`src/rtl/writeback_unit_if.sv`:
```
// MEM/WB boundary bundle: M-stage fields, data-memory return and the
// register-file write / hazard outputs of the write-back stage.
interface writeback_unit_if #(
    parameter int unsigned DATA_WIDTH     = 32,
    parameter int unsigned REG_ADDR_WIDTH = 5
);
    logic                      StallW;
    logic                      FlushM;
    logic                      RegWriteM;
    logic                      MemtoRegM;
    logic [1:0]                LoadSizeM;
    logic                      LoadSignedM;
    logic [2:0]                ByteOffsetM;
    logic [DATA_WIDTH-1:0]     ALUOutM;
    logic [REG_ADDR_WIDTH-1:0] WriteRegM;
    logic [DATA_WIDTH-1:0]     ReadDataW;
    logic                      ReadValidW;
    logic                      RegWriteW;
    logic [REG_ADDR_WIDTH-1:0] WriteRegW;
    logic [DATA_WIDTH-1:0]     ResultW;
    logic                      WaitW;

    modport master (
        output StallW, FlushM, RegWriteM, MemtoRegM, LoadSizeM, LoadSignedM,
               ByteOffsetM, ALUOutM, WriteRegM, ReadDataW, ReadValidW,
        input  RegWriteW, WriteRegW, ResultW, WaitW
    );

    modport slave (
        input  StallW, FlushM, RegWriteM, MemtoRegM, LoadSizeM, LoadSignedM,
               ByteOffsetM, ALUOutM, WriteRegM, ReadDataW, ReadValidW,
        output RegWriteW, WriteRegW, ResultW, WaitW
    );
endinterface

```
`src/rtl/writeback_unit.sv`:
```
// MEM/WB pipeline register with sub-word load alignment/extension and a
// load-wait state machine for a variable-latency data memory.
module writeback_unit #(
    parameter int unsigned DATA_WIDTH     = 32,
    parameter int unsigned REG_ADDR_WIDTH = 5
) (
    input logic             CLK,
    input logic             RST,
    writeback_unit_if.slave wb
);
    typedef struct packed {
        logic                      valid;
        logic                      reg_write;
        logic                      mem_to_reg;
        logic [1:0]                load_size;
        logic                      load_signed;
        logic [2:0]                byte_offset;
        logic [DATA_WIDTH-1:0]     alu_out;
        logic [REG_ADDR_WIDTH-1:0] write_reg;
    } mw_t;

    typedef enum logic {
        ST_IDLE = 1'b0,
        ST_WAIT = 1'b1
    } state_t;

    mw_t    mw_q;
    mw_t    mw_d;
    state_t state_q;
    state_t state_next;
    logic   wait_now;
    logic   advance;
    logic   capture_load;

    logic [1:0]            size_eff;
    logic [2:0]            off_eff;
    logic [DATA_WIDTH-1:0] shifted;
    logic [DATA_WIDTH-1:0] ext;

    assign wait_now     = mw_q.valid & mw_q.mem_to_reg & ~wb.ReadValidW;
    assign advance      = ~wb.StallW & ~wait_now;
    assign capture_load = ~wb.FlushM & wb.MemtoRegM;

    // M-stage fields, or an all-zero bubble on flush
    always_comb begin
        mw_d = '0;
        if (!wb.FlushM) begin
            mw_d.valid       = 1'b1;
            mw_d.reg_write   = wb.RegWriteM;
            mw_d.mem_to_reg  = wb.MemtoRegM;
            mw_d.load_size   = wb.LoadSizeM;
            mw_d.load_signed = wb.LoadSignedM;
            mw_d.byte_offset = wb.ByteOffsetM;
            mw_d.alu_out     = wb.ALUOutM;
            mw_d.write_reg   = wb.WriteRegM;
        end
    end

    always_ff @(posedge CLK or negedge RST) begin
        if (!RST) begin
            mw_q <= '0;
        end else if (advance) begin
            mw_q <= mw_d;
        end
    end

    always_ff @(posedge CLK or negedge RST) begin
        if (!RST) begin
            state_q <= ST_IDLE;
        end else begin
            state_q <= state_next;
        end
    end

    always_comb begin
        state_next = state_q;
        case (state_q)
            ST_IDLE: if (advance && capture_load) state_next = ST_WAIT;
            ST_WAIT: if (advance && wb.ReadValidW && !capture_load) state_next = ST_IDLE;
        endcase
    end

    // Outputs are combinational from the register and the memory return
    always_comb begin
        size_eff = mw_q.load_size;
        if (DATA_WIDTH == 32 && size_eff == 2'b11) size_eff = 2'b10;

        case (size_eff)
            2'b00:   off_eff = mw_q.byte_offset;
            2'b01:   off_eff = mw_q.byte_offset & 3'b110;
            2'b10:   off_eff = mw_q.byte_offset & 3'b100;
            default: off_eff = 3'b000;
        endcase
        if (DATA_WIDTH == 32) off_eff[2] = 1'b0;

        shifted = wb.ReadDataW >> {off_eff, 3'b000};

        ext = shifted;
        case (size_eff)
            2'b00: begin
                if (mw_q.load_signed) ext = DATA_WIDTH'($signed(shifted[7:0]));
                else                  ext = DATA_WIDTH'(shifted[7:0]);
            end
            2'b01: begin
                if (mw_q.load_signed) ext = DATA_WIDTH'($signed(shifted[15:0]));
                else                  ext = DATA_WIDTH'(shifted[15:0]);
            end
            2'b10: begin
                if (mw_q.load_signed) ext = DATA_WIDTH'($signed(shifted[31:0]));
                else                  ext = DATA_WIDTH'(shifted[31:0]);
            end
            default: ext = shifted;
        endcase

        wb.WaitW     = wait_now;
        wb.RegWriteW = mw_q.valid & mw_q.reg_write & ~wait_now & (mw_q.write_reg != '0);
        wb.WriteRegW = mw_q.write_reg;
        wb.ResultW   = mw_q.mem_to_reg ? ext : mw_q.alu_out;
    end
endmodule

```
`src/flat_wrapper.sv`:
```
// flat-port wrapper written by rule: the top's interface ports become plain ports
module writeback_unit_flat 
#(
    parameter int unsigned DATA_WIDTH     = 32,
    parameter int unsigned REG_ADDR_WIDTH = 5
)
  (CLK, RST, wb_StallW, wb_FlushM, wb_RegWriteM, wb_MemtoRegM, wb_LoadSizeM, wb_LoadSignedM, wb_ByteOffsetM, wb_ALUOutM, wb_WriteRegM, wb_ReadDataW, wb_ReadValidW, wb_RegWriteW, wb_WriteRegW, wb_ResultW, wb_WaitW);
  writeback_unit_if #(.DATA_WIDTH(DATA_WIDTH), .REG_ADDR_WIDTH(REG_ADDR_WIDTH)) wb_i ();
  input logic CLK;
  input logic RST;
  input wire logic [$bits(wb_i.StallW)-1:0] wb_StallW;
  input wire logic [$bits(wb_i.FlushM)-1:0] wb_FlushM;
  input wire logic [$bits(wb_i.RegWriteM)-1:0] wb_RegWriteM;
  input wire logic [$bits(wb_i.MemtoRegM)-1:0] wb_MemtoRegM;
  input wire logic [$bits(wb_i.LoadSizeM)-1:0] wb_LoadSizeM;
  input wire logic [$bits(wb_i.LoadSignedM)-1:0] wb_LoadSignedM;
  input wire logic [$bits(wb_i.ByteOffsetM)-1:0] wb_ByteOffsetM;
  input wire logic [$bits(wb_i.ALUOutM)-1:0] wb_ALUOutM;
  input wire logic [$bits(wb_i.WriteRegM)-1:0] wb_WriteRegM;
  input wire logic [$bits(wb_i.ReadDataW)-1:0] wb_ReadDataW;
  input wire logic [$bits(wb_i.ReadValidW)-1:0] wb_ReadValidW;
  output wire logic [$bits(wb_i.RegWriteW)-1:0] wb_RegWriteW;
  output wire logic [$bits(wb_i.WriteRegW)-1:0] wb_WriteRegW;
  output wire logic [$bits(wb_i.ResultW)-1:0] wb_ResultW;
  output wire logic [$bits(wb_i.WaitW)-1:0] wb_WaitW;
  assign wb_i.StallW = wb_StallW;
  assign wb_i.FlushM = wb_FlushM;
  assign wb_i.RegWriteM = wb_RegWriteM;
  assign wb_i.MemtoRegM = wb_MemtoRegM;
  assign wb_i.LoadSizeM = wb_LoadSizeM;
  assign wb_i.LoadSignedM = wb_LoadSignedM;
  assign wb_i.ByteOffsetM = wb_ByteOffsetM;
  assign wb_i.ALUOutM = wb_ALUOutM;
  assign wb_i.WriteRegM = wb_WriteRegM;
  assign wb_i.ReadDataW = wb_ReadDataW;
  assign wb_i.ReadValidW = wb_ReadValidW;
  assign wb_RegWriteW = wb_i.RegWriteW;
  assign wb_WriteRegW = wb_i.WriteRegW;
  assign wb_ResultW = wb_i.ResultW;
  assign wb_WaitW = wb_i.WaitW;
  writeback_unit #(.DATA_WIDTH(DATA_WIDTH), .REG_ADDR_WIDTH(REG_ADDR_WIDTH)) u_core (.CLK(CLK), .RST(RST), .wb(wb_i));
endmodule
```
`config.mk`:
```
export PLATFORM = sky130hd
export DESIGN_NAME = writeback_unit_flat
export DESIGN_NICKNAME = d
export VERILOG_FILES = /design/src/rtl/writeback_unit_if.sv /design/src/rtl/writeback_unit.sv /design/src/flat_wrapper.sv
export SDC_FILE = /design/constraint.sdc
export NUM_CORES = 1
export LEC_CHECK = 0
export CORE_MARGIN = 10
export CORE_UTILIZATION = 39
export DETAILED_ROUTE_END_ITERATION = 10
export HOLD_SLACK_MARGIN = 0.15
export PLACE_DENSITY = 0.78
export SKIP_LAST_GASP = 1
export SLEW_MARGIN = 10
export SYNTH_ARGS = -nofsm -noshare
export SYNTH_HDL_FRONTEND = slang
export SYNTH_SLANG_ARGS = --single-unit
```
`constraint.sdc`:
```
create_clock -name CLK -period 1.9 [get_ports CLK]
set_clock_uncertainty 0.1 [all_clocks]
set_input_delay 0.19 -clock CLK [delete_from_list [all_inputs] [get_ports CLK]]
set_output_delay 0.19 -clock CLK [all_outputs]
set_load 0.02 [all_outputs]
```
======== Word-level counts from Yosys, hierarchy flattened ========
Index checks and enable logic that the tools add are counted.
storage, ports and cells
  bits in registers ....................... 45
  bits in latches ......................... 0
  RAM bits ................................ 0
  ROM bits ................................ 0
  output and inout port bits .............. 39
  word-level logic and storage cells ...... 30
  memories kept ........................... 0
operators by class
  $add $sub $neg .......................... 0
  multiply operators ...................... 0
  div/mod/pow operators ................... 0
  magnitude comparators ................... 0
  equal/unequal tests ..................... 3
  shift-type cells ........................ 1
  muxes and demuxes ....................... 7
  bitwise operators ....................... 9
  reductions and logical operators ........ 2
operators with widths
  cell                                                              count
  32-bit 2-to-1 mux                                                 3
  32-bit case mux with 2 select lines                               1
  46-bit 2-to-1 mux                                                 1
  32-bit by 5-bit right shift with 32-bit output                    1
  1-bit AND                                                         6
  2-bit case mux with 3 select lines                                1
  5-bit nonzero test                                                1
  2-bit == test (second input constant)                             2
  1-bit inverter                                                    3
  2-bit by 1-bit == test with 1-bit output (second input constant)  1
  2-bit logical NOT                                                 1
  2-bit 2-to-1 mux                                                  1

======== Logic depth before layout (Yosys ltp) ========
  depth after elaboration ................. 8
  depth in mapped cells ................... 7
  depth with buffers taken out ............ 4

======== Worst setup path after synthesis ========
OpenSTA, ideal clock, no wires.
  kind .................................... register to output
  start point ............................. register u_core.mw_q[42] in the netlist's numbering
  end point ............................... output wb_ResultW[4]
  data arrival time ....................... 1.831 ns
  slack ................................... -0.221 ns
  cell stages (with the launch flop) ...... 5
  path buffers ............................ 1
  path through ............................ dfrtp_1 > buf_6 > nor3b_4 > mux4_1 > mux2_2
between the ends
  word-level cells in the longest chain between the ends .. 8
  elaborated cells on any way between the ends .. 11
  those cells by class .................... eq/ne: 3; shift: 1; mux: 6; reduce/logical: 1
RTL lines
  item                                            RTL line                                      source
  start, declared                                 writeback_unit.sv:27                          mw_t mw_q;
  start signal, assigned                          writeback_unit.sv:63                          mw_q <= mw_d;
  2-bit == test                                   writeback_unit.sv:86                          if (DATA_WIDTH == 32 && size_eff == 2'b11) size_eff = 2'b10;
  2-bit 2-to-1 mux (*)                            writeback_unit.sv:86
  2-bit == test (tied with other cells)           writeback_unit.sv:88, writeback_unit.sv:99
  2-bit case mux with 3 select lines              writeback_unit.sv:88                          case (size_eff)
  32-bit by 5-bit right shift with 32-bit output  writeback_unit.sv:96                          shifted = wb.ReadDataW >> {off_eff, 3'b000};
  32-bit 2-to-1 mux, on equally long branches     writeback_unit.sv:105, writeback_unit.sv:101
  32-bit case mux with 2 select lines (*)         writeback_unit.sv:99                          case (size_eff)
  32-bit 2-to-1 mux (*)                           writeback_unit.sv:118                         wb.ResultW = mw_q.mem_to_reg ? ext : mw_q.alu_out;
  end, declared                                   flat_wrapper.sv:24                            output wire logic [$bits(wb_i.ResultW)-1:0] wb_ResultW;
Every way passes the cells marked *; elsewhere a longest branch is shown, timed or not.

======== Final worst setup path ========
  start point ............................. register u_core.mw_q[42] in the netlist's numbering
  end point ............................... output wb_ResultW[2]
Same word-level chain as after synthesis.

==> metrics.csv <==
stage;metric;value;unit
outcome;status;complete, but fails checks;
outcome;violations;setup timing;
power;power.leakage;2.16;nW
cts;tritoncts;built;
cts;insertion_delay;0.31;ns
route;via_per_inst;5.36;
cells_and_area;final_cell_count_no_fill;564;
yosys;synth_area;2840;µm²
yosys;synthMuxAreaShare;8.99;%
timing;slew_violations;0;
timing;fin_ws;-0.489;ns
yosys;synth_top_family_by_area;simple AND/OR/NAND/NOR gates;
timing;max_freq;0.419;GHz
yosys;yosysTopAreaCell;dfrtp_1;
yosys;ys_top_cells_by_area;dfrtp_1 40%, nand3b_1 12%, nand2_1 11%, mux4_2 4.0%, a21oi_2 3.1%;
worst_setup_path;worstPathRequired;1.61;ns
floorplanning;io_pins;121;
cts;ctsRootBufferMaster;clkbuf_8;
yosys;synth_top_area_share;39.7;%
global_route;overflow;0;
worst_setup_path;r2r-start;u_core.mw_q[43]$_DFFE_PN0P_;
cts;cts-buffers-inserted;5;
route;drtIter0Drc;145;
timing;setup-violations-final;32;
worst_setup_path;cp_max_fo;7;
yosys;ys_warn_count;0;
job;drv_cap;0;
cts;clockBufferDepth;2;
placed_design;gp_congestion;0.897;
worst_setup_path;cp_slowest_stage_delay;0.50;ns
route;ant_nets;0;
route;drc;0;
worst_hold_path;hold_class;in2async;
worst_setup_path;worstSetupPathType;reg2out;
timing;finalSetupTns;-13.19;ns
cts;clock_sinks;45;
route;wirelength;10900;µm
floorplanning;start_util;39.6;%
cells_and_area;fillerInstances;552;
placed_design;dpl.cell_count;550;
yosys;ys_ff_latch;45;
worst_setup_path;critPathArrivalTime;2.10;ns
route;via_count;3023;
placed_design;hpwl;8040;µm
route;detail_route.first_pass.iterations;4;
cts;htree_levels;2;
yosys;synthesis.nets;398;
cells_and_area;n_antenna_cell;0;
timing;hold_viol_final;0;
timing;relSlewSlack;62.9;%
floorplanning;rows;31;
global_route;antenna_found_initial;0;
yosys;synthAdderAreaFrac;0;%
yosys;syn_area_per_cell;8.98;µm²
yosys;synthDistinctLibCells;37;
global_route;grt_max_degree;46;
cells_and_area;syn_to_final_growth;72.8;%
yosys;synth_simple_gate_area_share;27.7;%
cells_and_area;layout-drive-gt1-share;32.0;%
worst_setup_path;critPathBufInv;2;
yosys;syn_inst;316;
power;power.density;657;nW/µm²
worst_setup_path;crit_path_start_kind;register;
floorplanning;die_h;105;µm
worst_setup_path;crit_path_end_kind;output port;
worst_setup_path;r2r-end;u_core.mw_q[33]$_DFFE_PN0P_;
power;peakVddDrop;0.313;mV
worst_setup_path;cp_top_family;multiplexers;
floorplanning;die_width;105;µm
cells_and_area;multi_input_area;1760;µm²
timing;fin_crit_sh;126;%
global_route;grt_pass1_wl;17100;µm
yosys;seq_area_frac_synth;39.7;%
worst_setup_path;reg2reg_depth;7;
global_route;track_usage;19.0;%
floorplanning;core-area;7180;µm²
timing;fin_crit;2.39;ns
worst_setup_path;path_cells;nor3b_4 -> buf_12 -> mux4_2 -> mux2_4 -> buf_6;
worst_setup_path;slowest_stage;mux4_2;
worst_setup_path;r2r_slack;0.19;ns
cts;path_clk_slew;0.08;ns
yosys;synth-xor-area-share;0;%
timing;tightestPinTransition;0.556;ns
yosys;synth-compound-area-share;16.5;%
timing;grt_setup_unrepaired;true;
placed_design;port_buffers;119;
cells_and_area;fin_nets;546;
floorplanning;dieArea;11100;µm²
cells_and_area;regArea;1130;µm²
global_route;grt_pass1_vias;3194;
route;wl_per_cell;19.4;µm
## where the power goes
part | internal (mW) | switching [mW] | total, mW
clock network | 0.329 | 0.332 | 0.661
registers | 1.05 | 0.0694 | 1.12
logic | 0.763 | 0.686 | 1.45
total | 2.14 | 1.09 | 3.22
## flip-flops by register name, indices dropped and copies added (netlist names)
name and flops:
u_core.wb.WriteRegW 5, u_core.mw_q 40
## layer usage
metal,share of wire (%),GRT usage (%)
met1,38,21.2
met2,51,33.1
met3,8.2,5.79
met4,2.8,7.55
met5,0,0
## metrics by stage
step | hold WS (ns) | util [%] | area, µm² | setup slack [ns] | power (mW)
4_1_cts | 0.314 | 67.1 | 4810 | -0.506 | 3.17
6_report | 0.295 | 68.4 | 4900 | -0.489 | 3.22
5_1_grt | 0.334 | 68.4 | 4900 | -0.560 | 3.38
3_5_place_dp | 0.105 | 62.9 | 4520 | -0.735 | 2.42
2_1_floorplan | -0.206 | - | 2900 | -0.162 | 1.75
3_3_place_gp | 0.103 | 62.9 | 4520 | -0.635 | 2.39
## timing repair
action                                  4_1_cts  5_1_grt
endpoints found under the hold margin        22        0
gates cloned                                  2        0
resized for setup                           212       24
endpoints found under the setup margin       34       33
buffers inserted                              3        2
pin swaps                                    18        7
hold buffers                                  1        0
## kinds of logic (layout without fill, tap and decap cells)
logic type | count (synthesis) | count (layout)
AND/OR/NAND/NOR | 151 | 151
buffers and inverters | 37 | 186
AO/OA/AOI/OAI | 68 | 68
multiplexers | 15 | 15
flip-flops | 45 | 45
## cell type report
type / instances / share of cell area (%)
clock buffers: 7 / 1.96
clock inverters: 1 / 0.102
inverters: 3 / 0.230
multi-input cells: 234 / 35.8
flip-flops and latches: 45 / 23.0
well taps: 99 / 2.53
repair buffers: 175 / 36.3
## synth_stat cells
library cell and count:
a2111o_1 1, a21oi_1 9, a21oi_2 10, a221oi_1 1
a22o_1 1, a311oi_2 1, a31oi_1 14, and3b_1 2
buf_1 1, buf_2 11, buf_4 6, buf_6 2
buf_8 1, clkbuf_1 13, dfrtp_1 45, inv_1 3
mux2_1 1, mux2_2 7, mux4_1 2, mux4_2 5
nand2_1 84, nand2b_1 1, nand3b_1 47, nor2_1 10
nor2b_1 2, nor3_1 1, nor3b_1 1, nor3b_4 1
o2111ai_1 1, o2111ai_2 1, o211ai_1 1, o21a_1 7
o21ai_0 7, o21ai_1 1, o22ai_1 13, or2_1 1
or4_1 1
## layout by cell type (no fill, tap or decap), drive strengths merged, types with 2 or more instances in the layout
cell type,n
a21oi,19
a31oi,14
and3b,2
buf,89
clkbuf,7
clkdlybuf4s50,84
dfrtp,45
inv,3
mux2,8
mux4,7
nand2,84
nand3b,47
nor2,10
nor2b,2
nor3b,2
o2111ai,2
o21a,7
o21ai,8
o22ai,13
## worst max-delay path by stage
stage,startpoint,endpoint,depth (start not counted)
after floorplan,u_core.mw_q[42]$_DFFE_PN0P_,wb_ResultW[0],4
after global placement,wb_ReadDataW[31],wb_ResultW[9],7
after detailed placement,wb_ReadDataW[31],wb_ResultW[9],7
after CTS,u_core.mw_q[42]$_DFFE_PN0P_,wb_ResultW[2],5
after global routing,u_core.mw_q[41]$_DFFE_PN0P_,wb_ResultW[2],5
final,u_core.mw_q[42]$_DFFE_PN0P_,wb_ResultW[2],5
Note: power is estimated with default switching activity, not from simulation.
